File: src/rtl/io_port_arbiter_pkg.sv
// ---------------------------------------------------------------------------
// io_port_arbiter_pkg
//   Shared definitions for the I/O write-port arbiter: the two-state FSM
//   encoding and the helper that derives the grant-index width from the
//   number of requesters.
// ---------------------------------------------------------------------------
package io_port_arbiter_pkg;

    typedef enum logic [0:0] {
        ST_IDLE = 1'b0,
        ST_SEND = 1'b1
    } arb_state_t;

    // Width of an index able to name every requester (at least one bit).
    function automatic int id_width_for(input int count);
        if (count <= 2) begin
            id_width_for = 1;
        end else begin
            id_width_for = $clog2(count);
        end
    endfunction

endpackage

File: src/rtl/io_port_arbiter_rr_priority_select.sv
// ---------------------------------------------------------------------------
// rr_priority_select
//   Combinational round-robin selector. Finds the first set request bit at or
//   above the pointer, wrapping modulo REQ_COUNT.
// Ports:
//   req        in   REQ_COUNT   eligible request vector
//   ptr        in   ID_WIDTH    highest-priority index
//   grant      out  ID_WIDTH    selected index (valid when any_grant)
//   any_grant  out  1           at least one request bit set
// ---------------------------------------------------------------------------
module rr_priority_select
    import io_port_arbiter_pkg::*;
#(
    parameter int REQ_COUNT = 4,
    parameter int ID_WIDTH  = 2
) (
    input  logic [REQ_COUNT-1:0] req,
    input  logic [ID_WIDTH-1:0]  ptr,
    output logic [ID_WIDTH-1:0]  grant,
    output logic                 any_grant
);

    logic [2*REQ_COUNT-1:0] dbl_s;
    logic [REQ_COUNT-1:0]   rot_s;
    logic [ID_WIDTH-1:0]    off_s;
    logic [ID_WIDTH:0]      sum_s;
    logic [ID_WIDTH:0]      wrap_s;

    // Rotate so the pointer position lands at bit 0, then take the lowest
    // set bit as an offset from the pointer.
    always_comb begin
        dbl_s = {req, req} >> ptr;
        rot_s = dbl_s[REQ_COUNT-1:0];
        off_s = {ID_WIDTH{1'b0}};
        // Scan downwards so the lowest set bit is the one that sticks.
        for (int i = REQ_COUNT - 1; i >= 0; i--) begin
            off_s = rot_s[i] ? ID_WIDTH'(i) : off_s;
        end
    end

    // Map the offset back to an absolute requester index modulo REQ_COUNT.
    always_comb begin
        sum_s = {1'b0, ptr} + {1'b0, off_s};
        if (sum_s >= (ID_WIDTH + 1)'(REQ_COUNT)) begin
            wrap_s = sum_s - (ID_WIDTH + 1)'(REQ_COUNT);
        end else begin
            wrap_s = sum_s;
        end
        grant     = wrap_s[ID_WIDTH-1:0];
        any_grant = |req;
    end

endmodule

File: src/rtl/io_port_arbiter.sv
// ---------------------------------------------------------------------------
// io_port_arbiter
//   Shares one external I/O write device among REQ_COUNT requesters using
//   round-robin arbitration and a registered valid/ready handshake. A
//   one-cycle req_done pulse tells the winning requester its word was taken.
// Ports:
//   clock       in   1                     rising-edge clock
//   reset       in   1                     asynchronous active-high reset
//   req         in   REQ_COUNT             level requests, held until done
//   req_enable  in   REQ_COUNT             per-requester arbitration mask
//   req_data    in   REQ_COUNT*WORD_WIDTH  requester i data at [i*W +: W]
//   req_done    out  REQ_COUNT             one-hot done pulse
//   dev_valid   out  1                     dev_data valid toward device
//   dev_data    out  WORD_WIDTH            registered granted data
//   dev_ready   in   1                     device accept
//   grant_id    out  ID_WIDTH              current / last granted index
//   busy        out  1                     high while sending
// ---------------------------------------------------------------------------
module io_port_arbiter
    import io_port_arbiter_pkg::*;
#(
    parameter int REQ_COUNT  = 4,
    parameter int WORD_WIDTH = 36,
    parameter int ID_WIDTH   = 2
) (
    input  logic                            clock,
    input  logic                            reset,
    input  logic [REQ_COUNT-1:0]            req,
    input  logic [REQ_COUNT-1:0]            req_enable,
    input  logic [REQ_COUNT*WORD_WIDTH-1:0] req_data,
    output logic [REQ_COUNT-1:0]            req_done,
    output logic                            dev_valid,
    output logic [WORD_WIDTH-1:0]           dev_data,
    input  logic                            dev_ready,
    output logic [ID_WIDTH-1:0]             grant_id,
    output logic                            busy
);

    if (ID_WIDTH != id_width_for(REQ_COUNT)) begin : g_bad_id_width
        $error("io_port_arbiter: ID_WIDTH does not match REQ_COUNT");
    end

    arb_state_t              state_r;
    logic [ID_WIDTH-1:0]     ptr_r;
    logic [REQ_COUNT-1:0]    eligible_s;
    logic [ID_WIDTH-1:0]     sel_id_s;
    logic                    any_s;
    logic [WORD_WIDTH-1:0]   sel_data_s;
    logic [ID_WIDTH-1:0]     ptr_next_s;
    logic [REQ_COUNT-1:0]    done_vec_s;

    assign eligible_s = req & req_enable;

    rr_priority_select #(
        .REQ_COUNT (REQ_COUNT),
        .ID_WIDTH  (ID_WIDTH)
    ) u_select (
        .req       (eligible_s),
        .ptr       (ptr_r),
        .grant     (sel_id_s),
        .any_grant (any_s)
    );

    // Data word of the requester the selector picked.
    always_comb begin
        sel_data_s = {WORD_WIDTH{1'b0}};
        for (int i = 0; i < REQ_COUNT; i++) begin
            sel_data_s = (sel_id_s == ID_WIDTH'(i)) ?
                         req_data[i*WORD_WIDTH +: WORD_WIDTH] : sel_data_s;
        end
    end

    // Pointer moves just past the requester being completed, and its done bit.
    always_comb begin
        if (grant_id == ID_WIDTH'(REQ_COUNT - 1)) begin
            ptr_next_s = {ID_WIDTH{1'b0}};
        end else begin
            ptr_next_s = grant_id + ID_WIDTH'(1);
        end
        done_vec_s = {{(REQ_COUNT-1){1'b0}}, 1'b1} << grant_id;
    end

    // Arbitration FSM with all outputs registered.
    always_ff @(posedge clock or posedge reset) begin
        if (reset) begin
            state_r   <= ST_IDLE;
            ptr_r     <= {ID_WIDTH{1'b0}};
            dev_valid <= 1'b0;
            dev_data  <= {WORD_WIDTH{1'b0}};
            grant_id  <= {ID_WIDTH{1'b0}};
            req_done  <= {REQ_COUNT{1'b0}};
            busy      <= 1'b0;
        end else begin
            // Done is a single-cycle pulse unless the handshake sets it below.
            req_done <= {REQ_COUNT{1'b0}};
            case (state_r)
                ST_IDLE: begin
                    if (any_s) begin
                        dev_data  <= sel_data_s;
                        grant_id  <= sel_id_s;
                        dev_valid <= 1'b1;
                        busy      <= 1'b1;
                        state_r   <= ST_SEND;
                    end else begin
                        state_r   <= ST_IDLE;
                    end
                end
                ST_SEND: begin
                    // Requests are not re-sampled here; the transfer always completes.
                    if (dev_ready) begin
                        req_done  <= done_vec_s;
                        ptr_r     <= ptr_next_s;
                        dev_valid <= 1'b0;
                        busy      <= 1'b0;
                        state_r   <= ST_IDLE;
                    end else begin
                        state_r   <= ST_SEND;
                    end
                end
                default: begin
                    dev_valid <= 1'b0;
                    busy      <= 1'b0;
                    state_r   <= ST_IDLE;
                end
            endcase
        end
    end

endmodule

File: config.mk
export PLATFORM = sky130hd
export DESIGN_NAME = io_port_arbiter
export DESIGN_NICKNAME = d
export VERILOG_FILES = /design/src/rtl/io_port_arbiter_pkg.sv /design/src/rtl/io_port_arbiter_rr_priority_select.sv /design/src/rtl/io_port_arbiter.sv
export SDC_FILE = /design/constraint.sdc
export NUM_CORES = 1
export LEC_CHECK = 0
export ABC_AREA = 1
export CAP_MARGIN = 25
export CORE_ASPECT_RATIO = 0.8
export CORE_UTILIZATION = 35
export CTS_BUF_LIST = sky130_fd_sc_hd__clkbuf_4 sky130_fd_sc_hd__clkbuf_8
export CTS_CLUSTER_DIAMETER = 120
export CTS_CLUSTER_SIZE = 40
export DETAILED_ROUTE_END_ITERATION = 12
export HOLD_SLACK_MARGIN = 0.12
export PLACE_DENSITY = 0.8
export SETUP_SLACK_MARGIN = 0.4
export SLEW_MARGIN = 20
export SYNTH_ARGS = -nofsm -noshare
export SYNTH_HDL_FRONTEND = slang
export SYNTH_SLANG_ARGS = --single-unit
File: constraint.sdc
create_clock -name clock -period 2.55 [get_ports clock]
set_input_delay 0.51 -clock clock [delete_from_list [all_inputs] [get_ports clock]]
set_output_delay 0.51 -clock clock [all_outputs]
set_load 0.02 [all_outputs]
==> metrics, run 1 <==
# IOs=199; WL met2=6314 um; Hold WS=0.4817 ns; type of the worst setup path=reg2reg; reg2reg path depth=19; share of layout cells above drive strength 1=0.1804; final setup vio count=0; antenna violations before repair=0; diode count=0; H-tree lvl count=2; Max Slew Vio Count=0; largest net degree at the start of global routing=43; Core Region=8708 um^2; vias per cell=4.949; final RePlAce weighted congestion=0.8146; maximum vdd drop=1389 uV; Layout Utilization=0.6981; vias in the first global route=3923; RSZ-0062 raised after global routing=true; Register Area=1154 um^2; largest family of logic cells by synthesized area=simple AND/OR/NAND/NOR gates; number of synthesized register bits=46; first-pass GRT wire length=17720 um; top-area cell type share of the netlist area=0.3578; die width=109.2 um; Syn Inst Count=487; Synth area leaders=dfrtp_1 36%, nand2_1 23%, nand3_1 8.7%; Starting Density=0.3694; mux cell area share after synthesis=0; Port-buffer cells=198; Hold/Removal Path Class=reg2reg; final WL=12780 um; routed via count=4038; die height=87.75 um; combined area of the multi-input logic cells=2081 um^2; simple-gate share of the synthesized area=0.3874; Pre-Repair DR Iteration Count=5; Final #Nets=864; Final Hold Vio Count=0; Leak=2.963 nW; grt ovf=0; die area=9581 um^2; CTS Hold Bufs=0; non-filler instance count after layout=816; dpl ws=-0.3869 ns; Worst-Skew Late Latency=0.29 ns; DRT iter0 DRCs=214; DP Cell Count=794; worst endpoint required time=2.78 ns; Max Used Layer=met4; synth unique cells=27; Post-route DRC=0; wire per inst=15.66 um; row count=30; WP data arrival=2.69 ns; yosys synthesis warning count=0; TritonCTS Buffers=5; Slew @ Worst Pin=0.7415 ns; Max Freq=406.9 MHz; pwr dens=1747 nW/um^2; Clock Skew=0.006275 ns; Syn-to-layout area delta=88.99%; Adder-Cell Fraction of Synth Area=0.01945; Worst setup EP type=register; Mean Syn Cell Area=6.605 um^2; final worst slack=0.09264 ns; final worst-path cycle share=0.9637; CTS sink count=46; DP Wirelength=8749 um; fill cell count=707; outcome=completed; clock slew at reported path FFs=0.09 ns; CTS tree=done; gr usage total=0.2393; post-synthesis xor/xnor area fraction=0.002723; hold path cells=2; Syn Nets=647; met3 WL=1146 um; Pwr Total=0.01062 W; CTS root buf=clkbuf_8; CP startpoint kind=register; max-cap violations=0; clock period minus worst slack=2.457 ns; Synth area leader=dfrtp_1; sequential cell area fraction in the yosys report=0.3578; crit-path max FO=16; relative slew slack=0.5045; ANT nets after route=0; clk buf depth=2; Netlist Area Pre-Place=3217 um^2; M1 WL=4988 um; post-synthesis compound-gate area fraction=0.1136
## area by class of cell
| class | instances | share of cell area |
|---|---|---|
| inverter | 55 | 0.03437 |
| tap | 112 | 0.02305 |
| multi-input combinational | 364 | 0.3423 |
| sequential | 46 | 0.1898 |
| clock buffer | 6 | 0.01358 |
| timing repair buffer | 232 | 0.3921 |
| clock inverter | 1 | 0.004939 |
## placed cells by master, fill, tap and decap left out
master / count
o21ai_4: 1
dfrtp_1: 44
clkdlybuf4s50_1: 190
dfrtp_2: 2
a21oi_1: 2
clkinv_1: 1
inv_1: 50
buf_6: 5
ha_4: 1
bufinv_16: 1
inv_2: 3
dlygate4sd2_1: 8
o21ai_0: 32
o21ai_1: 21
nand3_1: 38
clkbuf_16: 1
inv_4: 1
nand4_1: 4
nand2_1: 175
nor2_8: 2
nor2_1: 7
clkbuf_8: 6
buf_4: 19
xor2_4: 1
nand3_4: 1
nand2_2: 21
nand2_4: 9
nand2_8: 7
nor2_4: 3
buf_16: 1
a31oi_1: 1
or2_2: 1
buf_12: 8
nand3_2: 18
o21ai_2: 15
ha_1: 4
## repair_timing
item	in CTS	in global routing
gates resized for setup	22	52
buffers inserted	8	1
endpoints found under the hold margin	0	0
pin swaps	7	14
setup endpoints to repair	38	37
cloned	2	4
## layer usage
layer | global-route usage | vias up
met5 | 0 | -
met2 | 0.4368 | 170
met3 | 0.05432 | 27
met4 | 0.08970 | 0
li1 | - | 1971
met1 | 0.2731 | 1870
## stage by stage
step	area [um^2]	setup TNS (ns)
finish	6080	0
global route	6080	-0.3780
CTS	5803	0
detailed placement	5538	-12.74
global placement	5538	-10.78
floorplan	3367	0
## where the power goes
| group | total, W | leakage [nW] | internal (W) | switching, W |
|---|---|---|---|---|
| Clock | 0.000556 | 0.0573 | 0.000314 | 0.000242 |
| Sequential | 0.00129 | 0.573 | 0.00107 | 0.000222 |
| Combinational | 0.00878 | 2.33 | 0.00380 | 0.00497 |
| Total | 0.0106 | 2.96 | 0.00518 | 0.00544 |
## kinds of logic (layout without fill, tap and decap cells)
| kind of cell | count (synthesis) | count (layout) |
|---|---|---|
| AOI/OAI and AO/OA | 72 | 72 |
| and+or+nand+nor | 282 | 286 |
| xor gates and xnor gates | 1 | 1 |
| DFF | 46 | 46 |
| buffers and inverters | 81 | 294 |
| adders and majority gates | 5 | 5 |
## flip-flops by register name (all words and copies together), names as in the netlist
signal	cells
ptr_r	2
state_r	1
req_done	4
busy	1
grant_id	2
dev_data	36
## critical path, cell delays in order, from the launching register on
cell and delay, ns:
dfrtp_2 0.49, inv_4 0.12, nand2_2 0.07, nand2_1 0.06, nand2_1 0.06, nand2_2 0.07, a31oi_1 0.07, nor2_1 0.18
ha_4 0.18, xor2_4 0.17, inv_2 0.06, nand3_4 0.10, nand2_8 0.10, buf_12 0.14, nor2_8 0.10, buf_12 0.16
nand2_1 0.09, nand3_2 0.07, nand2_1 0.05, nand2_1 0.04
## synth_stat cells, drive strengths merged
library cell	n
inv	54
o21ai	69
clkinv	1
clkbuf	14
a31oi	1
a21oi	2
buf	12
nand3	57
dfrtp	46
xor2	1
nand2	209
ha	5
nor2	11
or2	1
nand4	4
## final timing paths
path,endpoint,slack (ns),startpoint
max,dev_data[23],0.09,ptr_r[0]
min,dev_data[0],0.48,dev_data[0]
max reg2reg,dev_data[23],0.09,ptr_r[0]
min reg2reg,dev_data[0],0.48,dev_data[0]
max in group asynchronous,ptr_r[1],1.43,reset
min in group asynchronous,dev_data[21],0.59,reset
Power figures use the tool's default switching activity.
==> run 2: changes to the inputs <==
--- a/config.mk
+++ b/config.mk
@@ -15,7 +15,7 @@
 export DETAILED_ROUTE_END_ITERATION = 12
 export HOLD_SLACK_MARGIN = 0.12
 export PLACE_DENSITY = 0.8
-export SETUP_SLACK_MARGIN = 0.4
+export SETUP_SLACK_MARGIN = 0.5
 export SLEW_MARGIN = 20
 export SYNTH_ARGS = -nofsm -noshare
 export SYNTH_HDL_FRONTEND = slang
==> run 2 against run 1 <==
Combinational power is 9.2% lower. Final area is 2.6% lower. Clock-buffer cell count is 2 higher. Global-route usage is 0.29 points higher. Register-to-register slack worse by 0.04 ns. Critical path depth is 1 lower. Utilization is 1.8 points lower.
==> metrics, run 2 (synthesized netlist as in run 1, its figures left out) <==
Max Freq=401.0 MHz; CTS tree=done; Starting Density=0.3694; routed via count=3956; final worst-path cycle share=0.9779; commonest non-fill, non-tap cell in the layout=clkdlybuf4s50_1; most frequent cells in the layout=190 x clkdlybuf4s50_1, 181 x nand2_1, 50 x inv_1; DP Wirelength=8914 um; Sequential Power Share=0.133; Final Hold Vio Count=0; clock slew at reported path FFs=0.09 ns; maximum vdd drop=1217 uV; pwr dens=1644 nW/um^2; CTS root buf=clkbuf_8; Layout Utilization=0.6802; r2r startpoint=ptr_r[0]; vias per cell=4.860; clk buf depth=2; outcome=completed; reg2reg path depth=18; Register Area=1154 um^2; max-cap violations=0; Pre-Repair DR Iteration Count=4; Worst setup EP type=register; Worst-Skew Late Latency=0.30 ns; Core Region=8708 um^2; H-tree lvl count=2; relative slew slack=0.6368; Hold WS=0.4845 ns; Max Slew Vio Count=0; Leak=2.894 nW; first-pass GRT wire length=17770 um; Final #Nets=861; clock period minus worst slack=2.494 ns; DRT iter0 DRCs=95; Port-buffer cells=198; hold_sp=dev_data[16]; max reg flops=36; die area=9581 um^2; fill cell count=704; r2r setup slk=0.06 ns; hold path cells=2; gr usage total=0.2421; CTS Hold Bufs=0; crit-path max FO=7; Top reg by flops=dev_data; combined area of the multi-input logic cells=1912 um^2; worst endpoint required time=2.74 ns; share of layout cells above drive strength 1=0.1510; Switch Pwr=0.004813 W; sw frac=0.4944; final RePlAce weighted congestion=0.8660; r2r endpoint=dev_data[25]; vias in the first global route=3808; RSZ-0062 raised after global routing=true; largest net degree at the start of global routing=35; ANT nets after route=0; Slew @ Worst Pin=0.5440 ns; TritonCTS Buffers=5; die height=87.75 um; CTS sink count=46; Setup TNS Final=0 ns; final WL=11940 um; Hold/Removal Path Class=reg2reg; Clock Skew=0.009737 ns; CP startpoint kind=register; row count=30; antenna violations before repair=0; Logic pwr share=0.819; die width=109.2 um; top flop regs=dev_data (36), req_done (4); grt ovf=0; part of the power in the clock network=0.048; wire per inst=14.67 um; Hold EP=dev_data[16]; Pwr Total=0.009736 W; diode count=0; type of the worst setup path=reg2reg; Syn-to-layout area delta=84.13%; final setup vio count=0; Post-route DRC=0; Power Internal=0.004923 W; WP data arrival=2.68 ns; # IOs=199
-- run 2: changes by cell type in the layout (fill, tap and decap cells not counted), moves of 3 or more --
| cell | before | now |
|---|---|---|
| nand2_4 | 9 | 4 |
| nand2_1 | 175 | 181 |
| o21ai_2 | 15 | 4 |
| nand2_8 | 7 | 4 |
| clkbuf_4 | 0 | 3 |
| o21ai_1 | 21 | 32 |
-- run 2: critical path: stages, from the launching register on --
cell and delay [ns]:
dfrtp_2 0.47, buf_6 0.14, nand2_2 0.07, nand2_1 0.08
nand2_2 0.07, a31oi_1 0.07, nor2_1 0.18, ha_4 0.18
xor2_4 0.17, buf_6 0.13, nand2_4 0.06, nand2_8 0.14
nor2_8 0.07, buf_6 0.14, buf_16 0.13, nand2_2 0.05
nand3_2 0.07, nand2_1 0.09, nand2_1 0.05
-- run 2: power groups by stage --
stage	logic, W	registers [W]	clock network, W
floorplan	0.00441	0.00165	0
global placement	0.00684	0.00130	0
detailed placement	0.00704	0.00131	0
CTS	0.00778	0.00129	0.000483
global route	0.00871	0.00133	0.000510
finish	0.00797	0.00129	0.000469
-- run 2: timing repair --
item	CTS	global route
endpoints found under the setup margin	37	37
gates resized for setup	18	27
gates cloned	2	0
buffers inserted	8	0
pin swaps	12	12
-- run 2: area by class of cell --
cell class | instances | share of cell area
multi-input cells | 360 | 0.3228
repair buffers | 233 | 0.4081
inverters | 55 | 0.03528
flip-flops and latches | 46 | 0.1948
well taps | 112 | 0.02366
clock buffers | 8 | 0.01542
-- run 2: worst max-delay path by stage --
stage	end	from	slack, ns	cells past startpoint
6_report	dev_data[25]	ptr_r[0]	0.06	18
5_1_grt	dev_data[5]	ptr_r[0]	-0.07	18
2_1_floorplan	dev_data[35]	req[3]	0.32	17
4_1_cts	dev_data[5]	ptr_r[0]	0.09	18
3_5_place_dp	dev_data[23]	req[0]	-0.41	19
3_3_place_gp	dev_data[16]	req[3]	-0.32	18
-- run 2: stage by stage --
stage	instances	setup WS, ns	instance area (um^2)
after floorplan	487	0.3151	3367
after global placement	796	-0.3177	5590
after detailed placement	796	-0.4062	5590
after CTS	814	0.09422	5824
after global routing	814	-0.06752	5923
final	814	0.05639	5923
-- run 2: routing by layer --
layer,global-route usage,up-vias,routed length [um],share of wire
li1,-,1964,-,-
met1,0.2518,1831,4672,0.39
met2,0.4831,147,6213,0.52
met3,0.06027,14,896,0.075
met4,0.05939,0,159,0.013
met5,0,-,0,0
==> run 3: changes to the inputs <==
--- a/config.mk
+++ b/config.mk
@@ -5,16 +5,15 @@
 export SDC_FILE = /design/constraint.sdc
 export NUM_CORES = 1
 export LEC_CHECK = 0
-export ABC_AREA = 1
 export CAP_MARGIN = 25
 export CORE_ASPECT_RATIO = 0.8
-export CORE_UTILIZATION = 35
+export CORE_UTILIZATION = 36
 export CTS_BUF_LIST = sky130_fd_sc_hd__clkbuf_4 sky130_fd_sc_hd__clkbuf_8
 export CTS_CLUSTER_DIAMETER = 120
 export CTS_CLUSTER_SIZE = 40
 export DETAILED_ROUTE_END_ITERATION = 12
 export HOLD_SLACK_MARGIN = 0.12
-export PLACE_DENSITY = 0.8
+export PLACE_DENSITY = 0.79
 export SETUP_SLACK_MARGIN = 0.5
 export SLEW_MARGIN = 20
 export SYNTH_ARGS = -nofsm -noshare
==> run 3 against run 2 <==
Global-route usage rose by 1.8 points. Sequential cell count did not move. Clock skew rose by 0.00050 ns. Area after synthesis rose by 10%. Non-clock buffer count rose by 12.
==> metrics, run 3 <==
outcome=completed; Hold/Removal Path Class=reg2reg; Max Slew Vio Count=0; Netlist Area Pre-Place=3543 um^2; RSZ-0062 raised after global routing=true; Syn Nets=568; Switch Pwr=0.003543 W; Syn-to-layout area delta=78.81%; type of the worst setup path=reg2reg; row count=31; synth unique cells=39; commonest non-fill, non-tap cell in the layout=clkdlybuf4s50_1; Worst setup EP type=register; Synth area leader=dfrtp_1; die width=112.9 um; final setup vio count=0; gr usage total=0.2603; Layout Utilization=0.6806; routed via count=4295; grt ovf=0; fill cell count=737; DP Wirelength=9531 um; final worst-path cycle share=0.9984; max-cap violations=0; number of synthesized register bits=46; pwr dens=1240 nW/um^2; Port-buffer cells=198; slowest CP cell=dfrtp_2; top-area cell type share of the netlist area=0.3249; Synth area leaders=dfrtp_1 32%, a32o_1 10%, mux2i_1 10%; Pre-Repair DR Iteration Count=4; Pwr Total=0.007857 W; antenna violations before repair=0; Core Region=9309 um^2; Post-synth EDFFs=0; FFs w/ async S/R, synth=1.000; first-pass GRT wire length=21510 um; die area=10250 um^2; Sequential Power Share=0.168; top flop regs=dev_data (36), req_done (4); most frequent cells in the layout=190 x clkdlybuf4s50_1, 73 x nor2_1, 45 x dfrtp_1; top post-synthesis cells by count=74 x nor2_1, 46 x dfrtp_1, 39 x a21oi_1; Power Internal=0.004314 W; maximum vdd drop=846.0 uV; H-tree lvl count=2; CTS root buf=clkbuf_8; sequential cell area fraction in the yosys report=0.3249; DRT iter0 DRCs=177; relative slew slack=0.6111; max reg flops=36; Top reg by flops=dev_data; Logic pwr share=0.762; Syn Inst Count=408; WP data arrival=2.75 ns; Largest delay share family, worst path=compound AO/OA/AOI/OAI gates; vias per cell=5.859; diode count=0; die height=90.74 um; count leader, synth=nor2_1; Final Hold Vio Count=0; final RePlAce weighted congestion=0.8781; Mean Syn Cell Area=8.685 um^2; Final #Nets=777; # IOs=199; dominant synthesized flop cell=dfrtp_1; clk buf depth=2; Worst-Skew Late Latency=0.30 ns; yosys synthesis warning count=0; CTS sink count=46; Max Freq=392.8 MHz; ANT nets after route=0; final WL=13770 um; CP startpoint kind=register; largest net degree at the start of global routing=59; worst endpoint required time=2.75 ns; Clock Skew=0.01024 ns; share of layout cells above drive strength 1=0.1715; TritonCTS Buffers=5; Starting Density=0.3806; crit-path max FO=19; CP cell instances=nor3b_2 > a41oi_2 > o2111ai_2 > ha_4 > buf_6 > or3b_4 > buf_12 > o22ai_2 > a21oi_2 > a32o_1; Slew @ Worst Pin=0.5833 ns; Post-route DRC=0; Max stage delay on crit path=0.48 ns; vias in the first global route=4536; sw frac=0.4509; clock slew at reported path FFs=0.10 ns; clock period minus worst slack=2.546 ns; wire per inst=18.78 um; Leak=2.581 nW; CTS tree=done; part of the power in the clock network=0.071; CP bufs+invs=2
run 3: cell count changes in the layout (fill, tap and decap cells not counted), moves of 18 or more:
cell / change
inv_1: -46
a21oi_1: +33
o22a_1: +36
nand2_1: -174
o21ai_0: -32
o22ai_2: +19
nand2_2: -18
o21ai_1: -29
nor2_1: +66
nand3_1: -38
mux2i_1: +36
a32o_1: +36
run 3: final cells by class:
type | count | area (um^2) | area share
repair buffers | 245 | 2505 | 0.3953
flip-flops and latches | 46 | 1152 | 0.1819
well taps | 115 | 143.9 | 0.02271
multi-input cells | 314 | 2407 | 0.3799
inverters | 5 | 18.77 | 0.002962
clock inverters | 3 | 40.04 | 0.006319
clock buffers | 5 | 68.82 | 0.01086
run 3: through the flow:
stage | hold WS, ns | cell area, um^2 | cells | setup WS (ns) | setup TNS (ns)
after floorplan | 0.5294 | 3692 | 408 | 0.04244 | 0
after global placement | 0.4743 | 5879 | 713 | -0.6348 | -22.27
after detailed placement | 0.4808 | 5879 | 713 | -0.7213 | -24.52
after CTS | 0.5022 | 6208 | 733 | 0.04045 | 0
after global routing | 0.5152 | 6336 | 733 | -0.07910 | -1.737
final | 0.5065 | 6336 | 733 | 0.004096 | 0
run 3: timing repair:
| item | CTS | global route |
|---|---|---|
| gates cloned | 3 | 0 |
| pin swaps | 9 | 1 |
| hold buffers | 0 | 0 |
| endpoints found under the setup margin | 38 | 37 |
| setup buffers | 9 | 0 |
| gates resized for setup | 61 | 22 |
run 3: path summary, 6_finish.rpt:
check                              from            to  slack (ns)  cells after the start
hold / removal             dev_data[24]  dev_data[24]        0.51                      1
min in group asynchronous         reset  dev_data[15]        0.55                      2
setup / recovery               ptr_r[0]  dev_data[11]       0.004                     10
hold reg to reg            dev_data[24]  dev_data[24]        0.51                      1
max in group asynchronous         reset  dev_data[24]        1.48                      3
setup reg to reg               ptr_r[0]  dev_data[11]       0.004                     10
run 3: power groups by stage:
stage | logic [W] | clock network, W | registers, W
after global routing | 0.00638 | 0.000592 | 0.00136
after global placement | 0.00528 | 0 | 0.00130
after CTS | 0.00586 | 0.000566 | 0.00131
after detailed placement | 0.00543 | 0 | 0.00132
final | 0.00599 | 0.000554 | 0.00132
after floorplan | 0.00342 | 0 | 0.00164
run 3: kinds of logic after synthesis:
kind of cell	share of synthesized area
buffers and inverters	0.06356
AO/OA/AOI/OAI	0.3623
multiplexers	0.1049
flip-flops	0.3249
AND/OR/NAND/NOR	0.1158
XOR/XNOR	0.007769
adder cells (fa/ha/maj)	0.02083
run 3: routing by layer:
layer	track usage	vias up	wire, um
li1	-	1993	-
met2	0.4532	184	6731
met1	0.3151	2086	5927
met4	0.09868	0	297
met3	0.05369	32	810
met5	0	-	0
run 3: worst reg2reg max path, cell delays in order, from the launching register on:
cell and delay [ns]:
dfrtp_2 0.48, nor3b_2 0.22, a41oi_2 0.08, o2111ai_2 0.24, ha_4 0.17, buf_6 0.10, or3b_4 0.45, buf_12 0.19
o22ai_2 0.19, a21oi_2 0.08, a32o_1 0.25
